**src/rtl/conv_pe_sequencer.sv**
```systemverilog
// Tap sequencer for a depth-D PE MAC chain doing a 1-D stride-1 convolution.
// Issues K taps per output pixel and marks finished pixels D cycles after their last tap.
module conv_pe_sequencer #(
    parameter int K  = 9,
    parameter int D  = 3,
    parameter int AW = 10,
    parameter int CW = 16
) (
    input  logic          i_clk,
    input  logic          i_rst,
    input  logic          i_start,
    input  logic [CW-1:0] i_num_out,
    input  logic [AW-1:0] i_base_addr,
    input  logic          i_stall,
    output logic          o_busy,
    output logic          o_done,
    output logic          o_err,
    output logic [AW-1:0] o_x_addr,
    output logic [AW-1:0] o_w_addr,
    output logic          o_acc_en,
    output logic          o_psum_clr,
    output logic          o_out_valid,
    output logic [CW-1:0] o_out_idx
);

    localparam int TW = (K > 1) ? $clog2(K) : 1;
    localparam int DW = (D > 1) ? $clog2(D) : 1;
    localparam int SW = AW + CW;

    typedef enum logic [1:0] {IDLE, RUN, DRAIN, DONE} state_t;

    state_t        state, state_nx;
    logic [TW-1:0] t;
    logic [CW-1:0] p;
    logic [CW-1:0] num;
    logic [AW-1:0] base;
    logic [DW-1:0] dcnt;
    logic [AW-1:0] x_hold;
    logic [AW-1:0] w_hold;
    logic [D-1:0]  vline;
    logic [CW-1:0] iline [D];

    logic          issue;
    logic          pix_end;
    logic          last_tap;
    logic [SW-1:0] sum;

    always_comb begin
        issue    = (state == RUN) && !i_stall;
        pix_end  = (t == TW'(K - 1));
        last_tap = issue && pix_end && (p == num - CW'(1));
        sum      = SW'(base) + SW'(p) + SW'(t);

        state_nx = state;
        case (state)
            IDLE:  if (i_start) state_nx = (i_num_out == '0) ? DONE : RUN;
            RUN:   if (last_tap) state_nx = DRAIN;
            DRAIN: if (dcnt == '0) state_nx = DONE;
            DONE:  state_nx = IDLE;
            default: state_nx = IDLE;
        endcase

        o_busy      = (state != IDLE);
        o_done      = (state == DONE);
        o_err       = i_start && (state != IDLE);
        o_acc_en    = issue;
        o_psum_clr  = issue && (t == '0);
        // Addresses show the tap being issued, otherwise the last issued tap.
        o_x_addr    = issue ? sum[AW-1:0] : x_hold;
        o_w_addr    = issue ? AW'(t) : w_hold;
        o_out_valid = vline[D-1];
        o_out_idx   = vline[D-1] ? iline[D-1] : '0;
    end

    always_ff @(posedge i_clk) begin
        if (i_rst) begin
            state  <= IDLE;
            t      <= '0;
            p      <= '0;
            num    <= '0;
            base   <= '0;
            dcnt   <= '0;
            x_hold <= '0;
            w_hold <= '0;
        end else begin
            state <= state_nx;
            case (state)
                IDLE: begin
                    if (i_start && (i_num_out != '0)) begin
                        num  <= i_num_out;
                        base <= i_base_addr;
                        t    <= '0;
                        p    <= '0;
                    end
                end
                RUN: begin
                    if (issue) begin
                        x_hold <= sum[AW-1:0];
                        w_hold <= AW'(t);
                        if (pix_end) begin
                            t <= '0;
                            p <= p + CW'(1);
                        end else begin
                            t <= t + TW'(1);
                        end
                    end
                    if (last_tap) dcnt <= DW'(D - 1);
                end
                DRAIN: begin
                    if (dcnt != '0) dcnt <= dcnt - DW'(1);
                end
                default: ;
            endcase
        end
    end

    // Completion markers shift every cycle, stalled or not, so results stay D behind issue.
    always_ff @(posedge i_clk) begin
        if (i_rst) begin
            vline <= '0;
            for (int unsigned i = 0; i < D; i++) iline[i] <= '0;
        end else begin
            vline[0] <= issue && pix_end;
            iline[0] <= p;
            for (int unsigned i = 1; i < D; i++) begin
                vline[i] <= vline[i-1];
                iline[i] <= iline[i-1];
            end
        end
    end

endmodule

```
**config.mk**
```make
export PLATFORM = sky130hd
export DESIGN_NAME = conv_pe_sequencer
export DESIGN_NICKNAME = d
export VERILOG_FILES = /design/src/rtl/conv_pe_sequencer.sv
export SDC_FILE = /design/constraint.sdc
export NUM_CORES = 1
export LEC_CHECK = 0
export ABC_AREA = 1
export BUFFER_PORTS_ARGS = -buffer_cell sky130_fd_sc_hd__buf_2
export CORE_ASPECT_RATIO = 0.8
export CORE_MARGIN = 3
export CORE_UTILIZATION = 40
export DETAILED_ROUTE_END_ITERATION = 10
export PLACE_DENSITY_LB_ADDON = 0.3
export SLEW_MARGIN = 0
export SYNTH_ARGS = -nofsm -noshare
export SYNTH_HDL_FRONTEND = slang
export SYNTH_SLANG_ARGS = --single-unit
```
**constraint.sdc**
```tcl
create_clock -name i_clk -period 2.9 [get_ports i_clk]
set_clock_uncertainty 0.15 [all_clocks]
set_input_delay 0 -clock i_clk [delete_from_list [all_inputs] [get_ports i_clk]]
set_output_delay 0 -clock i_clk [all_outputs]
set_load 0.03 [all_outputs]
```
* Word-level counts from Yosys, hierarchy flattened
Memories as Yosys holds them, arrays and structs flattened.
Index checks and enable logic that the tools add are counted.
** Storage, ports and cells
- Flip-flop bits (word level) :: 73
- Bits in writable memories :: 48
- Bits of input ports :: 30
- Output and inout bits :: 42
- Logic and storage cells :: 76
- Memories kept :: 1
** Operators by class
- $add $sub $neg :: 6
- Eq/ne operators :: 12
- Mux-type cells :: 24
- Bitwise operators :: 3
- Reduce and logical (&&, ||, !) cells :: 21
** Memories
- iline :: words 3, width 16, rd ports 3, clocked after Yosys merged registers in 0, wr ports 3, line 41 : logic [CW-1:0] iline [D];
** Operators with widths (number)
- $mux 16 :: 7
- $pmux 16 s2 :: 1
- $mux 10 :: 2
- $add 16x1->16 const B :: 1
- $eq 16x16->1 :: 1
- $logic_not 16->1 :: 1
- $reduce_bool 16->1 :: 1
- $sub 16x1->16 const B :: 1
- $ne 2x2->1 const B :: 7
- $mux 4 :: 3
- $add 10x10->10 :: 1
- $add 10x4->10 :: 1
- $mux 2 :: 5
- $reduce_and 3->1 :: 3
- $pmux 2 s4 :: 1
- $pmux 4 s2 :: 1
- $reduce_bool 2->1 :: 4
- $logic_and 1x1->1 :: 6
- $add 4x1->4 const B :: 1
- $eq 2x2->1 const B :: 2
- $eq 4x4->1 const B :: 1
- $logic_not 2->1 :: 2
- $logic_not 4->1 :: 1
- $pmux 2 s2 :: 1
- 7 further kinds :: 11

* Longest topological paths before layout
- Word-level depth :: 6
- Depth in mapped cells :: 19
- Depth with buffers taken out :: 19

* Least setup slack after synthesis
No wires, ideal clock.
- Path type :: register -> output
- Start :: register t[0]
- End :: output port o_x_addr[9]
- Data arrival time :: 2.508 ns
- Required time :: 2.750 ns
- Path slack :: 0.242 ns
- Stages on the path, launching flop included :: 20
- Cells stage by stage :: dfxtp_1 inv_1 fa_1 inv_1 ha_1 inv_1 fa_1 inv_1 nand3_1 nand2_1 nand2_1 nand2_1 a21oi_1 o21ai_0 nand2_1 nand2_1 nand2_1 nand3_1 o21ai_0 inv_1
** On the way
- Word-level cells in the longest chain between the ends :: 2
** Ends and longest elaborated chain
- start: declaration :: line 33 : logic [TW-1:0] t;
- start signal: assignment :: line 104 : t <= t + TW'(1);
- $add 10x4->10 :: line 52 : sum = SW'(base) + SW'(p) + SW'(t);
- $mux 10
- end: declaration :: line 18 : output logic [AW-1:0] o_x_addr,
No other way between the ends.

* Worst setup path in the final report
- Start :: register t[1]
- End :: output port o_x_addr[9]
Same word-level chain as after synthesis.

==> impl_metrics.tcl <==
set metrics [dict create \
    grt_pass1_vias 4644 \
    worst-r2r-cell-count 16 \
    ir_drop_mv 0.593 \
    synth_area_mm2 0.00579 \
    antenna_found_initial 0 \
    synth_area_leaders "dfxtp_1 42%, nor2_1 10%, inv_1 8.6%" \
    fin_crit_sh 1.04 \
    r2r_end "x_hold[9]" \
    place.gp.congestion 0.854 \
    cts_buffer_depth 2 \
    timing.fmax_mhz 332 \
    layout_common_cells "158 x nor2_1, 130 x inv_1, 121 x nand2_1, 116 x dfxtp_1, 67 x buf_2" \
    slew_violations 0 \
    drc_errors 0 \
    start_kind "flop" \
    cp.required_ps 2750 \
    synth_xor_area_frac 0.0432 \
    grt_overflow 0 \
    outcome "finished with violations" \
    syn_nets 861 \
    grt_pass1_wl_um 21800 \
    path_clk_slew_ps 60 \
    yosys.area_share.adder 0.0648 \
    cpMaxStageDelayCell "fa_1" \
    ioPinCount 72 \
    grt_usage 0.168 \
    synth_cells 804 \
    rr_startpoint "t[1]" \
    num_antenna_cells 0 \
    hold_class "reg -> reg" \
    synth_top_family_by_area "simple AND/OR/NAND/NOR gates" \
    powerDensity_mw_per_mm2 844 \
    hold_path_depth 2 \
    drt_first_pass_iters 5 \
    die_w_um 141 \
    cp_max_fo 3 \
    cp-end-kind "primary output" \
    area_growth_pct 27.2 \
    seq_area_mm2 0.00243 \
    drv_cap 0 \
    dieArea_mm2 0.0160 \
    ys_seq_area_frac 0.418 \
    r2r_slack_ps 310 \
    critPathMaxStageDelay_ps 570 \
    drive_gt1_frac 0.178 \
    clk_latency_ps 410 \
    drt-total-wl_um 13000 \
    min_period_ps 3010 \
    worst_slack_ps -113 \
    synth_compound_area_frac 0.0806 \
    critPathKind "reg -> out" \
    timing.hold.ws_ps 246 \
    fillers 1306 \
    cp_cell_sequence "fa_1 -> ha_4 -> inv_2 -> fa_2 -> inv_2 -> nand3_2 -> nand2_2 -> nand2_2 -> nand2_2 -> a21oi_2 -> o21ai_1 -> nand2_1 -> nand3_1 -> nand3_1 -> o21ai_1 -> inv_1 -> buf_6" \
    synthMuxAreaShare 0 \
    wl_per_cell_um 11.7 \
    ant_nets 0 \
    violations "negative setup slack" \
    ys_types 39 \
    start_util 0.419 \
    leakage_nw 3.51 \
    critPathLaunch "t[1]" \
    pre_cts_ws_ps 71.9 \
    portBuffers 71 \
    crit_arrival_ps 2860 \
    holdPathEnd "iline[0][17]" \
    rsz0062_at_grt "true" \
    fin_util 0.532 \
    cts_sinks 121 \
    grt_max_degree 83 \
    cts_root_buffer "clkbuf_16" \
    final_common_cell "nor2_1" \
    rows 38 \
    synth.largest_area_cell "dfxtp_1" \
    cts_tree "yes" \
    setup-violations-final 2 \
    multi_input_area_mm2 0.00277 \
    synth_top_area_frac 0.418 \
    synth_seq_cells 121 \
    nets 970 \
    synthSimpleGateAreaFrac 0.281 \
    crit_top_cell "nand2_2" \
    drt_iter0_drc 276 \
    syn_area_per_cell_um2 7.20 \
    hpwlAfterDp_um 9000 \
    cts_made_buffers 17 \
    die_y_um 114 \
    final-hold-violation-count 0 \
    cts_htree_levels 4 \
    max_slew_margin 0.434 \
    coreArea_mm2 0.0138 \
    via_count 5115 \
    yosysWarnings 0 \
    viasPerCell 4.62 \
    tightest_slew_ps 849 \
    hp-start "iline[0][1]" \
]
==> worst max-delay path, delay by kind of cell (launching register included) <==
kind	cells	cell delay (ps)
DFF	1	320
AOI/OAI and AO/OA	3	280
buffers and inverters	4	320
and+or+nand+nor	7	490
adders and majority gates	3	1040
==> metrics by stage <==
stage               setup TNS (ps)  cell area (um2)  total power [mW]  cells
global route                  -621             7360              6.62   1106
global placement                 0             6310              3.98   1037
finish                        -188             7360              6.22   1106
floorplan                        0             5790              3.51    804
detailed placement               0             6310              4.00   1037
CTS                           -196             7320              6.23   1105
==> layout make-up <==
type                       instances  share of cell area
clock buffer                      18              0.0596
multi-input combinational        519               0.377
inverter                         135              0.0691
timing repair buffer             119               0.112
clock inverter                    14              0.0221
tap                              180              0.0306
sequential                       121               0.330
==> report_power, final <==
part           total, mW  internal, mW  switching (mW)
registers           1.98          1.85           0.130
logic               2.11         0.736            1.38
clock network       2.13          1.31           0.822
==> sequential cells by signal, indices dropped and copies added, names as in the netlist <==
signal and count:
x_hold 10, t 4, p 16, vline 3, dcnt 2, w_hold 10
iline 48, state 2, num 16, base 10
==> Yosys cell counts <==
cell      instances
nand4_1           6
nor2_2            6
buf_1             1
a211oi_1          1
xnor2_1           5
xor2_1           21
nand2_1         124
a21o_1            1
or2_2             8
nand3_2           2
nor2_4            2
o21ai_2           1
nor4_1            9
o21ai_0          48
buf_2             3
clkbuf_1         21
nand2_2           7
nor2_8            1
o21ai_1           3
nor3b_1           1
inv_2             1
and2_1            1
xnor3_1           1
a31oi_1           1
nand2_4           2
inv_4             1
ha_1             22
nand3b_1          4
a21oi_1          35
nor2_1          158
fa_1              5
clkbuf_2          2
bufbuf_8          1
inv_1           133
dfxtp_1         121
nor3_1           14
o22ai_1           1
clkbuf_8          1
nand3_1          29
==> metal layers <==
layer,vias to the layer above,wire length (um),global-route usage
met5,-,0,0
met4,0,142,0.0504
met3,12,843,0.0432
met2,150,5690,0.263
met1,2258,6310,0.230
li1,2695,-,-
==> cell families after synthesis <==
| group | count (synthesis) |
|---|---|
| and+or+nand+nor | 374 |
| buffers and inverters | 164 |
| DFF | 121 |
| AOI/OAI and AO/OA | 91 |
| xor gates and xnor gates | 27 |
| adders and majority gates | 27 |
==> worst max path at each step <==
stage,end,slack [ps]
2_1_floorplan,o_x_addr[9],240
3_3_place_gp,o_x_addr[9],100
3_5_place_dp,o_x_addr[9],70
4_1_cts,o_x_addr[9],-140
5_1_grt,o_x_addr[9],-300
6_report,o_x_addr[9],-110
==> repair_timing <==
action	4_1_cts	5_1_grt
hold buffers	36	0
gates resized for setup	21	11
cloned	0	0
endpoints found under the hold margin	38	0
setup buffers	0	1
pin swaps	4	7
setup endpoints to repair	3	5
(Power assumes the default switching activity.)
